--- config.mk ---
export PLATFORM = sky130hd
export DESIGN_NAME = crash_response_ctrl
export DESIGN_NICKNAME = d
export VERILOG_FILES = /design/src/rtl/crash_pkg.sv /design/src/rtl/frame_timer.sv /design/src/rtl/crash_response_ctrl.sv
export SDC_FILE = /design/constraint.sdc
export NUM_CORES = 1
export LEC_CHECK = 0
export ABC_AREA = 1
export BUFFER_PORTS_ARGS = -buffer_cell sky130_fd_sc_hd__buf_2
export CAP_MARGIN = 15
export CORE_AREA = 2 2 46 48
export CTS_CLUSTER_SIZE = 14
export DETAILED_ROUTE_END_ITERATION = 10
export DIE_AREA = 0 0 48 50
export GPL_ROUTABILITY_DRIVEN = 0
export PLACE_DENSITY_LB_ADDON = 0.3
export SETUP_SLACK_MARGIN = 0.05
export SYNTH_ARGS = -nofsm -noshare
export SYNTH_HDL_FRONTEND = slang
export SYNTH_SLANG_ARGS = --single-unit
--- constraint.sdc ---
create_clock -name clk -period 3.66 [get_ports clk]
set_clock_uncertainty 0.1 [all_clocks]
set_input_delay 1.098 -clock clk [delete_from_list [all_inputs] [get_ports clk]]
set_output_delay 1.098 -clock clk [all_outputs]
set_load 0.1 [all_outputs]
--- src/rtl/crash_pkg.sv ---
// crash_pkg: shared state encoding and frame counter width for the crash response slice
package crash_pkg;
  typedef enum logic [1:0] {IDLE, CRASH, RECOVER, GAME_OVER} crash_state_t;
  localparam int FRAME_CNT_W = 8;
endpackage

--- src/rtl/frame_timer.sv ---
// frame_timer: counts frame ticks up to a terminal value, pulses done on the terminal tick and restarts at 0
module frame_timer
  import crash_pkg::*;
(
  input  logic                   clk,
  input  logic                   resetN,
  input  logic                   clear_i,
  input  logic                   tick_i,
  input  logic [FRAME_CNT_W-1:0] term_i,
  output logic [FRAME_CNT_W-1:0] count_o,
  output logic                   done_o
);
  logic [FRAME_CNT_W-1:0] count_q, count_d;
  assign done_o  = tick_i && !clear_i && count_q == term_i;
  assign count_d = (clear_i || done_o) ? '0 : tick_i ? count_q + FRAME_CNT_W'(1) : count_q;
  assign count_o = count_q;
  always_ff @(posedge clk or negedge resetN)
    if (!resetN) count_q <= '0;
    else count_q <= count_d;
endmodule

--- src/rtl/crash_response_ctrl.sv ---
// crash_response_ctrl: turns collision levels into freeze, life loss, blinking recovery and game over
module crash_response_ctrl
  import crash_pkg::*;
#(
  parameter int LIVES_INIT     = 3,
  parameter int LIVES_W        = 2,
  parameter int CRASH_FRAMES   = 60,
  parameter int RECOVER_FRAMES = 90,
  parameter int BLINK_FRAMES   = 8
) (
  input  logic               clk,
  input  logic               resetN,
  input  logic               startOfFrame,
  input  logic               collision,
  input  logic               road_collision,
  input  logic               restart,
  output logic               crash_pulse,
  output logic               player_freeze,
  output logic               invulnerable,
  output logic               blink_hide,
  output logic [LIVES_W-1:0] lives,
  output logic               game_over
);
  crash_state_t state_q, state_d;
  logic [LIVES_W-1:0] lives_q, lives_d;
  logic blink_q, blink_d, pulse_q, pulse_d, freeze_q, invul_q, over_q;
  logic [FRAME_CNT_W-1:0] cnt, term;
  logic done, hit, blink_edge, timing;
  assign hit        = collision | road_collision;
  assign timing     = state_q == CRASH || state_q == RECOVER;
  assign term       = state_q == CRASH ? FRAME_CNT_W'(CRASH_FRAMES - 1) : FRAME_CNT_W'(RECOVER_FRAMES - 1);
  assign blink_edge = ((9'(cnt) + 9'd1) % 9'(BLINK_FRAMES)) == 9'd0;
  // The timer only runs in CRASH/RECOVER, so a hit coinciding with a frame tick in IDLE is never counted
  frame_timer u_timer (
    .clk     (clk),
    .resetN  (resetN),
    .clear_i (restart || !timing),
    .tick_i  (startOfFrame),
    .term_i  (term),
    .count_o (cnt),
    .done_o  (done)
  );
  always_comb begin
    state_d = state_q;
    lives_d = lives_q;
    blink_d = blink_q;
    pulse_d = 1'b0;
    if (restart) begin
      state_d = IDLE;
      lives_d = LIVES_W'(LIVES_INIT);
      blink_d = 1'b0;
    end else
      case (state_q)
        IDLE:
          if (hit) begin
            state_d = CRASH;
            pulse_d = 1'b1;
            lives_d = lives_q == '0 ? '0 : lives_q - LIVES_W'(1);
          end
        CRASH:
          if (done) begin
            state_d = lives_q == '0 ? GAME_OVER : RECOVER;
            blink_d = 1'b0;
          end
        RECOVER:
          if (done) begin
            state_d = IDLE;
            blink_d = 1'b0;
          end else if (startOfFrame && blink_edge) blink_d = !blink_q;
        default: lives_d = '0;
      endcase
  end
  always_ff @(posedge clk or negedge resetN)
    if (!resetN) begin
      state_q  <= IDLE;
      lives_q  <= LIVES_W'(LIVES_INIT);
      blink_q  <= 1'b0;
      pulse_q  <= 1'b0;
      freeze_q <= 1'b0;
      invul_q  <= 1'b0;
      over_q   <= 1'b0;
    end else begin
      state_q  <= state_d;
      lives_q  <= lives_d;
      blink_q  <= blink_d;
      pulse_q  <= pulse_d;
      freeze_q <= state_d == CRASH || state_d == GAME_OVER;
      invul_q  <= state_d == RECOVER;
      over_q   <= state_d == GAME_OVER;
    end
  assign crash_pulse   = pulse_q;
  assign player_freeze = freeze_q;
  assign invulnerable  = invul_q;
  assign blink_hide    = blink_q;
  assign lives         = lives_q;
  assign game_over     = over_q;
endmodule

==> impl_summary.md, run 1 <==
Run status
The flow ran to the end, and the final reports show no timing, DRC or antenna violations.

Power and ir drop
Overall power consumption after layout is estimated at 0.3727 mW. The total power per unit cell area is 358.9 nW/µm². The static power due to leakage is 0.5203 nW.

The largest voltage drop on the vdd net is 0.0001454 V.

Global route
The first global-routing pass estimated approximately 2.9 mm of wire. The initial antenna violation count was 0. The number of global-route vias before repair was 699.

Entering global routing, the biggest net connects 17 pins. In the global route stage, overall resource usage came out at 0.1709. The overflow left after global routing is 0.

Critical path
The critical path class is register to output port. The slack of the worst reg-to-reg path is approximately 1.7 ns. The launch point of the critical path is lives[1]$_DFFE_PN1P_. The maximum single-stage delay on the critical path is 0.56 ns. The required time at the endpoint of the critical path is 2.46 ns.

The nature of the critical path startpoint is a register. The worst register-to-register path ends at u_timer.count_o[1]$_DFFE_PN0P_. The top cell family by delay on the critical path is flip-flops. The number of cells on the worst reg-to-reg path is 11.

The worst endpoint data arrival time is 1.27 ns. The signal on the critical path passes through buf_2. In this run the number of cells on the critical path is 1.

Of all nets on the critical path, the largest fanout is 4. For this design, the slowest cell found on the critical path is sky130_fd_sc_hd__dfstp_2. The number of buffers and inverters on the critical path is 1. STA classifies the critical path endpoint as an output port.

The timing endpoint of the critical path is lives[1]. The startpoint of the worst register-to-register path is state_q[0]$_DFF_PN0_.

Timing
The normalized max-slew margin is 0.6782. The share of the cycle needed by the critical path after routing is 0.6749. The slew at the pin with the worst max-slew slack is between 0.4 and 0.5 ns.

The fmax is 0.4048 GHz. The number of pins exceeding their max-slew limit in the final report is 0. The post-route minimum period is between 2 and 2.5 ns. Setup repair after global routing left no endpoint under its margin. Setup violations remaining at the end of the flow were counted as 0.

The final count of hold timing violations is 0. The worst slack on hold paths is 0.3894 ns. The sum of negative setup slack is 0 ns.

Clocking
CTS saw 16 sinks. The total CTS buffers is 3. Clock-pin slew was measured on the worst setup and hold paths at 0.09 ns. The number of post-CTS setup repair buffers is 0.

Clock latency on the worst-skew pair, taken at its later pin, is 0.29 ns. The clock tree from TritonCTS is yes. The cell at the root of the clock tree is sky130_fd_sc_hd__clkbuf_4. The post-cts sizing count is 0.

The clock passes through at most 2 buffers. CTS built an H-tree with a depth of 1. The number of hold buffers added after CTS is 0.

Logic synthesis
The post-synth net total is 120. The cell area after technology mapping is about 920 µm². The synthesis warning total is 0. The average instance area after synthesis is roughly 8.5 µm². In this run, distinct cell masters in the synthesized netlist total 26. The number of standard cells after synthesis is roughly 110. For this run, the register share of the synthesized area comes to 0.4387. The number of synthesized register bits is 16.

Finish
The area growth from synthesis to layout is 13.08%. The final standard cell area without fillers is 1039 µm². The library cells used most frequently in the layout, excluding fill and tap cells, are 18 x sky130_fd_sc_hd__inv_1, 16 x sky130_fd_sc_hd__nand2_1, 14 x sky130_fd_sc_hd__dfrtp_1. The most common cell after layout, fill and taps aside is sky130_fd_sc_hd__inv_1.

After the flow finishes, the layout carries non-filler instances totaling 151. The repair_antennas step left the layout with diodes totalling 0. The fraction of final layout cells with drive strength greater than 1 is 0.2339. The net count of the finished layout is 137.

Min path
The tightest min-delay check is of the register to register type.

Placed design
The count of buffers from port buffering is 12. The number of placed instances, taps included, is 147. The placed instances occupy a cell area of 1012 µm². Detailed placement ended at an HPWL of 1.301 mm.

Floorplanning
The overall die area is 2400 µm². The number of rows in the core area is 16. The total core area is approximately 1900 µm². During I/O placement, the number of pins put on the boundary was 13.

The die boundary width is 48 µm. In this run the vertical extent of the chip is approximately 50 µm. The effective utilization at floorplan is 0.4829.

Detailed routing
The iteration count of the initial detailed-routing pass is 6. Summed over all layers, the routed wires come to 1.716 mm. Dividing the detail-routed wire length by the instance count gives around 11 µm.

The DRC marker count from the first detailed-route iteration is 15. The ratio of routed vias to standard cells is roughly 5.0. Detailed routing inserted a total of 748 vias. The count of nets left with antenna violations once routing finished came out at 0. The number of remaining DRC errors is 0.

Job
The number of maximum-capacitance constraint violations is 0.
==> synth_stat cells <==
library cell / number / share of area
sky130_fd_sc_hd__ha_1: 6 / 0.082
sky130_fd_sc_hd__dfstp_2: 2 / 0.057
sky130_fd_sc_hd__o22ai_1: 1 / 0.0068
sky130_fd_sc_hd__nand4_1: 2 / 0.014
sky130_fd_sc_hd__dfrtp_1: 14 / 0.38
sky130_fd_sc_hd__nand2_2: 5 / 0.034
sky130_fd_sc_hd__a21oi_2: 1 / 0.0095
sky130_fd_sc_hd__a31oi_1: 1 / 0.0068
sky130_fd_sc_hd__a21oi_1: 2 / 0.011
sky130_fd_sc_hd__nand3_1: 7 / 0.038
sky130_fd_sc_hd__xor2_1: 2 / 0.019
sky130_fd_sc_hd__o21ai_1: 2 / 0.011
sky130_fd_sc_hd__o211ai_2: 1 / 0.014
sky130_fd_sc_hd__nand3_4: 1 / 0.019
sky130_fd_sc_hd__nor3_1: 4 / 0.022
sky130_fd_sc_hd__o21ai_0: 1 / 0.0054
sky130_fd_sc_hd__or3_1: 1 / 0.0068
sky130_fd_sc_hd__nor2_1: 13 / 0.053
sky130_fd_sc_hd__o211ai_1: 1 / 0.0082
sky130_fd_sc_hd__nor2_2: 1 / 0.0068
sky130_fd_sc_hd__inv_1: 18 / 0.074
sky130_fd_sc_hd__nor2_4: 1 / 0.012
sky130_fd_sc_hd__inv_2: 1 / 0.0041
sky130_fd_sc_hd__nor3_2: 1 / 0.011
sky130_fd_sc_hd__nand2_1: 16 / 0.065
sky130_fd_sc_hd__xnor2_1: 3 / 0.029
==> worst min path at each step <==
| stage | startpoint | to | slack (ns) | depth (start not counted) |
|---|---|---|---|---|
| 3_3_place_gp | lives[1]$_DFFE_PN1P_ | lives[1]$_DFFE_PN1P_ | 0.37 | 2 |
| 2_1_floorplan | u_timer.count_o[7]$_DFFE_PN0P_ | u_timer.count_o[7]$_DFFE_PN0P_ | 0.41 | 2 |
| 5_1_grt | lives[1]$_DFFE_PN1P_ | lives[1]$_DFFE_PN1P_ | 0.41 | 2 |
| 6_report | lives[1]$_DFFE_PN1P_ | lives[1]$_DFFE_PN1P_ | 0.39 | 2 |
| 4_1_cts | lives[1]$_DFFE_PN1P_ | lives[1]$_DFFE_PN1P_ | 0.39 | 2 |
| 3_5_place_dp | lives[1]$_DFFE_PN1P_ | lives[1]$_DFFE_PN1P_ | 0.38 | 2 |
==> report_power, final <==
part	leakage [nW]	internal [mW]	total, mW	switching (mW)
combinational	0.291	0.0168	0.0850	0.0682
sequential	0.214	0.184	0.190	0.00561
clock	0.0150	0.0423	0.0978	0.0554
==> layer usage <==
metal	vias to the layer above	part of all wire	track usage
li1	376	-	-
met1	344	0.44	0.2248
met2	24	0.49	0.2600
met3	4	0.061	0.04396
met4	0	0.012	0.06757
met5	-	0	0
==> layout make-up <==
| type | count | area [µm²] |
|---|---|---|
| timing repair buffer | 12 | 60.06 |
| clock buffer | 4 | 26.28 |
| sequential | 16 | 402.9 |
| inverter | 19 | 71.32 |
| fill | 174 | 863.3 |
| tap | 27 | 33.78 |
| multi-input combinational | 73 | 444.2 |
==> flip-flops by register name, summed over array words and instances, names as in the netlist <==
signal,cells
invulnerable,1
state_q,2
u_timer.count_o,8
crash_pulse,1
lives,2
blink_hide,1
game_over,1
==> tightest hold or removal path, cell delays in order, from the launching register on <==
cell and delay (ns):
sky130_fd_sc_hd__dfstp_2 0.39, sky130_fd_sc_hd__nand2_1 0.06, sky130_fd_sc_hd__nand2_1 0.04
==> stage by stage <==
stage,utilization,worst slack [ns]
floorplan,-,1.139
global placement,0.5322,1.365
detailed placement,0.5322,1.315
finish,0.5461,1.190
global route,0.5461,1.137
CTS,0.5461,1.177
==> logic make-up after synthesis <==
| kind of cell | Yosys count | share of synthesized area |
|---|---|---|
| AOI/OAI and AO/OA | 10 | 0.07221 |
| xor gates and xnor gates | 5 | 0.04769 |
| adders and majority gates | 6 | 0.08174 |
| buffers and inverters | 19 | 0.07765 |
| DFF | 16 | 0.4387 |
| and+or+nand+nor | 52 | 0.2820 |
Power figures use the tool's default switching activity.
==> run 2, diff against run 1 <==
ABC_AREA = 0   (was 1)
CORE_AREA = 2 2 47 49   (was 2 2 46 48)
DIE_AREA = 0 0 49 51   (was 0 0 48 50)
clock period = 2.2 ns   (was 3.66 ns; I/O delays follow)
==> run 2 against run 1 <==
The run now ends with negative setup slack left. Via count grew 5.1%. Non-clock buffer count is 12 higher. Register-to-register slack got worse by 1.7 ns. Critical path type is now register to register. Wire length grew 17%. Clock power up 100%. Cell count down 4.0%. Power up 80%. Sequential cell count unchanged. Global-route usage rose by 0.51 points. Count of clock-buffer cells in the layout unchanged. Hold slack worse by 0.21 ns.
==> impl_summary.md, run 2 <==
Floorplanning
The floorplan step set the die width to 49 µm. The die covers 2499 µm². The floorplan step defined a core boundary enclosing 2063 µm². The initial utilization of the core area, before any placement, comes to 0.4451.

The number of rows in the core area is 17. During I/O placement, the number of pins put on the boundary was 13. The die height is a little over 50 µm.

Critical path
Data on the critical path is required at its endpoint by 2.30 ns. On the worst path, the slowest cell contributes a delay of 0.50 ns. Following the worst setup path forward leads to its endpoint at state_q[0]$_DFF_PN0_. The capture instance of the worst register-to-register path is state_q[0]$_DFF_PN0_. STA classifies the critical path startpoint as a register. The critical path in this run is classified as register to register.

The startpoint of the worst register-to-register path is state_q[0]$_DFF_PN0_. The standard cell with the maximum stage delay on the critical path is sky130_fd_sc_hd__dfrtp_4. Data on the critical path arrives at its endpoint at 2.36 ns. The launch point of the critical path is state_q[0]$_DFF_PN0_. The number of cells on the worst reg-to-reg path is 5. Along the worst path, the maximum fanout reaches 6.

The number of cells on the critical path is 5. The number of buffers and inverters on the critical path is 0. The top cell family by delay on the critical path is simple AND/OR/NAND/NOR gates.

The worst setup path is captured at a register. The signal on the critical path passes through ha_4 -> or4b_4 -> a211o_4 -> or3_1 -> a31oi_1. The slack of the worst reg-to-reg path is -0.06 ns.

Clocking
The number of hold buffers added after CTS is 0. The clock tree from TritonCTS is yes. The cell at the root of the clock tree is sky130_fd_sc_hd__clkbuf_4. The worst-case clock buffer depth is 2. For this design, the sink count on the clock tree is 16. For the worst-skew pair, the clock arrives at the later sink with an insertion delay of 0.28 ns. Clock-pin slew was measured on the worst setup and hold paths at 0.10 ns.

The number of levels the H-tree was split into is 1. Buffers inserted during clock tree synthesis total 3.

Logic synthesis
The number of standard cells after synthesis is 92. By area the synthesized netlist is led by sky130_fd_sc_hd__dfrtp_1 38%, sky130_fd_sc_hd__ha_1 8.2%, sky130_fd_sc_hd__nor2_1 6.1%, sky130_fd_sc_hd__dfstp_2 5.7%, sky130_fd_sc_hd__mux2i_1 4.4%. The share of synthesized flip-flops with an asynchronous set or reset is 1.000. Of the post-synthesis cell area, the dominant cell type holds 0.3815. The post-synth net total is around 100.

The biggest area contributor in the post-synthesis netlist is sky130_fd_sc_hd__dfrtp_1. By count the netlist is led by 15 x sky130_fd_sc_hd__nor2_1, 14 x sky130_fd_sc_hd__dfrtp_1, 6 x sky130_fd_sc_hd__ha_1, 6 x sky130_fd_sc_hd__o21ai_0, 5 x sky130_fd_sc_hd__nand2_1. In this run, synthesis produced a sequential element count of 16. The synthesized netlist contains 34 unique library cells. The most instantiated flip-flop cell in the synthesis netlist is sky130_fd_sc_hd__dfrtp_1. The number of enable flip-flop cells after synthesis is 0.

The synthesis warning total is 0. The synthesized netlist occupies a cell area of 918.4 µm². A synthesized cell averages 9.982 µm². Yosys instantiated no cell more often than sky130_fd_sc_hd__nor2_1. The share of the Yosys chip area taken by registers is 0.4387.

Power and ir drop
Of the total power, the clock network draws 0.292. The total power per unit cell area is 571.0 nW/µm². For this design the total switching power over the nets is about 0.22 mW. VDD sags by at most 0.0002841 V.

Of the total power, registers draw 0.471. The proportion of power drawn by combinational gates is 0.237. The internal power summed over all cells is 0.4561 mW.

Of the total power, the share spent switching nets is 0.3208. Summed over all cells, the static leakage comes to 0.5355 nW.

Finish
The net count of the finished layout is 130. The library cell used most frequently in the layout, excluding fill and tap cells, is sky130_fd_sc_hd__nor2_1. The top cell types in the final layout, fill and taps aside, are 15 x sky130_fd_sc_hd__nor2_1, 13 x sky130_fd_sc_hd__dfrtp_1, 12 x sky130_fd_sc_hd__buf_2, 12 x sky130_fd_sc_hd__buf_4, 6 x sky130_fd_sc_hd__o21ai_0. The area growth from synthesis to layout is 28.07%. The fraction of final layout cells with drive strength greater than 1 is 0.3248. The area taken by flip-flops and latches is 406.6 µm². The antenna diode count is 0. Counting the fill cells in the layout gives around 190. The area of the multi-input gates is ~540 µm². The register with the most flip-flops in the layout has 8 of them. The finished cells cover 1176 µm².

Timing
The share of the cycle needed by the critical path after routing is 1.029. Setup repair after global routing could not meet its margin everywhere. The routed design could run at a clock period as short as 2.265 ns. The slew at the pin with the worst max-slew slack is 0.4830 ns. After layout, the worst setup slack is -0.06467 ns. The count of final setup violators is 2. Derived from the worst setup path, the maximum achievable clock frequency is 0.4416 GHz. The number of pins exceeding their max-slew limit in the final report is 0.

The final count of hold timing violations is 0. The tightest hold path in the finished design has a slack of 0.1828 ns. The normalized max-slew margin is 0.6802.

Placed design
The count of buffers from port buffering is 12. The total placed instance area is ~1100 µm². The detailed placer's ending HPWL is between 1 and 1.5 mm. OpenSTA, run right after detailed placement, puts the worst setup slack at -0.04867 ns.

Detailed routing
The number of remaining DRC errors is 0. The total number of vias is 786. The per-cell routed wire length is ~14 µm. Once detail routing completed, the nets flagged for antenna violations numbered 0. Before antenna repair, the detailed router went through 4 iterations.

The DRC marker count from the first detailed-route iteration is 10. The overall routed net length is between 2 and 2.5 mm. Dividing the detail-routed via count by the number of cells gives 5.421.

Job
Max-cap violations in this run came to 0.

Global route
The maximum number of pins on one net before global-route repair is 17. The number of global-route vias before repair is slightly below 800. The initial antenna violation count came to 0. After global routing the overflow that remains totals 0.

The total routing usage reported by global routing is 0.1760. The global-route wire length before repair is 3.332 mm.

Min path
The worst hold path class is input port to async pin.

Run status
The run finished, with violations left. The checks that failed: negative setup slack.
[run 2: changes by cell type after synthesis, sizes merged, moves of 2 or more]
cell and change:
clkbuf +2, nand2 -16, o21ai +3, a211o +2
nor3 -4, nand4b +2, inv -17, a21oi -2
nand3b +3, nand3 -6, o211ai -2, mux2i +4
a2111oi +2
[run 2: cells by family (layout without fill, tap and decap cells)]
logic type	Yosys count	after routing	synth area share
simple gates	40	40	0.2425
flops	16	16	0.4387
compound gates	15	15	0.1076
fa+ha+maj	6	6	0.08174
xor+xnor	6	6	0.05722
buf+inv	5	30	0.02862
mux	4	4	0.04360
[run 2: worst min path at each step]
stage | startpoint | slack [ns] | to
finish | resetN | 0.18 | game_over$_DFF_PN0_
global placement | lives[1]$_DFFE_PN1P_ | 0.40 | lives[1]$_DFFE_PN1P_
detailed placement | lives[1]$_DFFE_PN1P_ | 0.40 | lives[1]$_DFFE_PN1P_
global route | resetN | 0.19 | state_q[1]$_DFF_PN0_
floorplan | resetN | 0.26 | blink_hide$_DFFE_PN0P_
CTS | resetN | 0.18 | state_q[1]$_DFF_PN0_
[run 2: routing by layer]
metal	GRT usage	up-vias	routed length, µm	share of wire
li1	-	379	-	-
met1	0.1993	391	905	0.45
met2	0.3059	12	1018	0.51
met3	0.03801	4	54	0.027
met4	0.1048	0	30	0.015
met5	0	-	0	0
[run 2: what timing repair did]
item / CTS / global route
setup buffers: 3 / 2
setup endpoints to repair: 12 / 12
resized for setup: 3 / 2
pin swaps: 2 / 2
[run 2: layout make-up]
| class | instances | area share |
|---|---|---|
| Clock buffer | 4 | 0.03085 |
| Sequential cell | 16 | 0.3457 |
| Multi-Input combinational cell | 71 | 0.4596 |
| Tap cell | 28 | 0.02979 |
| Inverter | 2 | 0.006383 |
| Timing Repair Buffer | 24 | 0.1277 |
[run 2: through the flow]
step                        util  power [mW]  cells  setup TNS (ns)
final                     0.5700      0.6716    145        -0.07785
after global routing      0.5700      0.7036    145         -0.1515
after CTS                 0.5555      0.6696    143        -0.03852
after detailed placement  0.5185      0.4668    136         -0.1070
after global placement    0.5185      0.4645    136               0
after floorplan                -      0.4300     92         -0.2490
[run 2: power by group through the flow]
stage	sequential [mW]	combinational [mW]	clock (mW)
floorplan	0.382	0.0477	0
global placement	0.323	0.141	0
detailed placement	0.324	0.143	0
CTS	0.316	0.152	0.202
global route	0.317	0.169	0.217
finish	0.316	0.159	0.196
==> run 3, diff against run 2 <==
CORE_AREA = 2 2 46 48   (was 2 2 47 49)
DIE_AREA = 0 0 48 50   (was 0 0 49 51)
clock period = 2.94 ns   (was 2.2 ns; I/O delays follow)
==> run 3 against run 2 <==
Clock power down 26%. Sequential power fell by 25%. Largest cell class unchanged. Global-route usage decreased by 0.74 points. Maximum frequency down 11%. Via count fell by 11%. Power shrank 28%. Critical path type unchanged. Final area is 12% lower. First-iteration DRC count up 10%. Wire length fell by 17%. Sequential cell count unchanged. The flow now finishes without violations.
==> impl_summary.md, run 3 (synthesis gave the netlist of run 2 again) <==
Timing
The worst path in the final design needs a cycle of approximately 2.5 ns, including I/O delays and setup. Measured against its own limit, the worst slew margin works out to 0.6788. The share of the cycle needed by the critical path after routing is 0.8637.

The worst slack on hold paths is around 0.38 ns. The number of pins exceeding their max-slew limit in the final report was 0. The final count of hold timing violations was 0. Setup total negative slack on the finished layout was measured at 0 ns. The setup slack after layout is ~0.40 ns. Setup repair after global routing left no endpoint under its margin. Setup violations remaining at the end of the flow were counted as 0.

Timing would allow up to 0.3938 GHz. The slew at the pin with the worst max-slew slack is between 0.4 and 0.5 ns.

Finish
The area of the multi-input gates is roughly 490 µm². The library cells used most frequently in the layout, excluding fill and tap cells, are 15 x sky130_fd_sc_hd__nor2_1, 14 x sky130_fd_sc_hd__dfrtp_1, 12 x sky130_fd_sc_hd__buf_2. The finished cells cover 1030 µm².

The fraction of final layout cells with drive strength greater than 1 is 0.1810. Registers take 402.9 µm². The antenna diode count is 0. The count of cells in the finished layout, fillers not included, comes to 132.

The most common cell after layout, fill and taps aside is sky130_fd_sc_hd__nor2_1. The layout filler cell count is 182. From synthesis to final layout, the design area changed by 12.13%. The final core area utilization is 0.5414. The flip-flop count of the largest register, all copies and words added is 8. The net count of the finished layout is about 120.

Detailed routing
The number of antenna-violating nets in the routed design is 0. Dividing the detail-routed wire length by the instance count gives 12.66 µm. For this run, design rule violations remaining after detail routing come to 0. The iteration count of the initial detailed-routing pass is 4. The ratio of routed vias to standard cells is 5.295. The overall routed net length is 1.671 mm. The DRC marker count from the first detailed-route iteration is 11. Detailed routing inserted a total of about 700 vias.

Clocking
The cell at the root of the clock tree is sky130_fd_sc_hd__clkbuf_4. The total CTS buffers is 3. After clock tree synthesis, the clock-pin slew on the worst setup and hold paths is 0.09 ns. In this run the deepest clock path goes through 2 buffers. CTS built an H-tree with a depth of 1. The number of gates resized after CTS was 0. Once the clock tree was built, the setup fixing pass inserted 0 buffers. In this run, post-CTS hold repair placed 0 buffers. The number of clock sinks seen by CTS is 16. The clock tree from TritonCTS is yes. Clock latency on the worst-skew pair, taken at its later pin, is 0.29 ns.

Critical path
In this design, the stage delay of the slowest critical-path cell is 0.53 ns. The worst setup path is captured at a register. STA classifies the critical path startpoint as a register. Along the worst path, the maximum fanout reaches 10. The standard cell with the maximum stage delay on the critical path is sky130_fd_sc_hd__or4b_1. The required time at the endpoint of the critical path is 3.01 ns.

By startpoint and endpoint, the worst setup path is classified as register to register. The critical path goes through ha_1 -> or4b_1 -> a211o_1 -> a2111oi_0 -> a2111oi_1. For the worst setup path, the data arrival time is 2.61 ns.

Run status
The flow ran to the end, and the final reports show no timing, DRC or antenna violations.

Power and ir drop
The total power per unit cell area is 466.6 nW/µm². The static power due to leakage is 0.4564 nW. The largest voltage drop on the vdd net is approximately 0.00023 V. The total power consumption of the routed design is 0.4805 mW.

Global route
The number of global-route vias before repair is 647. The maximum number of pins on one net before global-route repair is 17. Across every metal layer, demand over resource in global routing totals 0.1685.

The first global-routing pass estimated 2.842 mm of wire. The overflow left after global routing is 0. The initial antenna violation count is 0.

Floorplanning
The number of placed I/O pins is 13. The total core area is 1902 µm². The die is 50 µm tall. For this configuration, the core starts out at a cell density of 0.4829. The number of rows in the core area is 16. The die boundary width is 48 µm. The floorplan step defined a die boundary enclosing 2400 µm².

Placed design
In this run, placement finished with an instance count of 128. Summed over all nets, the half-perimeter wirelength after detailed placement is 1.198 mm. The worst setup timing slack at the placement stage is 0.4239 ns. The count of buffers from port buffering is 12. The total placed instance area is 993.5 µm².

Job
Max-cap violations in this run came to 0.

Min path
The worst hold path class is input port to async pin.
==> run 3: cell count changes in the layout (fill, tap and decap cells not counted), sizes merged <==
cell / previous run / this run
buf: 24 / 12
==> run 3: power breakdown <==
part           internal (mW)  leakage [nW]  switching [mW]
Sequential             0.229         0.214         0.00781
Clock                 0.0756        0.0210          0.0709
Combinational         0.0232         0.221          0.0739
Total                  0.328         0.456           0.153
==> run 3: cell type report <==
cell class / count / share of cell area
multi-input cells: 71 / 0.4751
flip-flops and latches: 16 / 0.3913
repair buffers: 12 / 0.05832
clock buffers: 4 / 0.03524
well taps: 27 / 0.03281
inverters: 2 / 0.007290
==> run 3: worst paths after layout <==
| path | startpoint | endpoint | slack, ns | depth (start not counted) |
|---|---|---|---|---|
| setup / recovery | state_q[0]$_DFF_PN0_ | game_over$_DFF_PN0_ | 0.40 | 5 |
| hold / removal | resetN | u_timer.count_o[2]$_DFFE_PN0P_ | 0.38 | 1 |
| setup reg to reg | state_q[0]$_DFF_PN0_ | game_over$_DFF_PN0_ | 0.40 | 5 |
| hold reg to reg | lives[1]$_DFFE_PN1P_ | lives[1]$_DFFE_PN1P_ | 0.41 | 2 |
| max in group asynchronous | resetN | lives[0]$_DFFE_PN1P_ | 2.05 | 1 |
| min in group clk | lives[1]$_DFFE_PN1P_ | lives[1]$_DFFE_PN1P_ | 0.41 | 2 |
==> run 3: layer usage <==
layer  wire, µm  share of wire  global-route usage  vias to the layer above
met5          0              0                   0                        -
met4         18          0.011             0.04054                        0
met3         86          0.051             0.07692                        5
met2        771           0.46              0.2556                       14
met1        794           0.48              0.2146                      322
li1           -              -                   -                      358
==> run 3: worst max-delay path, delay by kind of cell, from the launching register on <==
| kind | cells | cell delay (ns) |
|---|---|---|
| simple gates | 1 | 0.53 |
| fa+ha+maj | 1 | 0.29 |
| flops | 1 | 0.48 |
| compound gates | 3 | 1.01 |
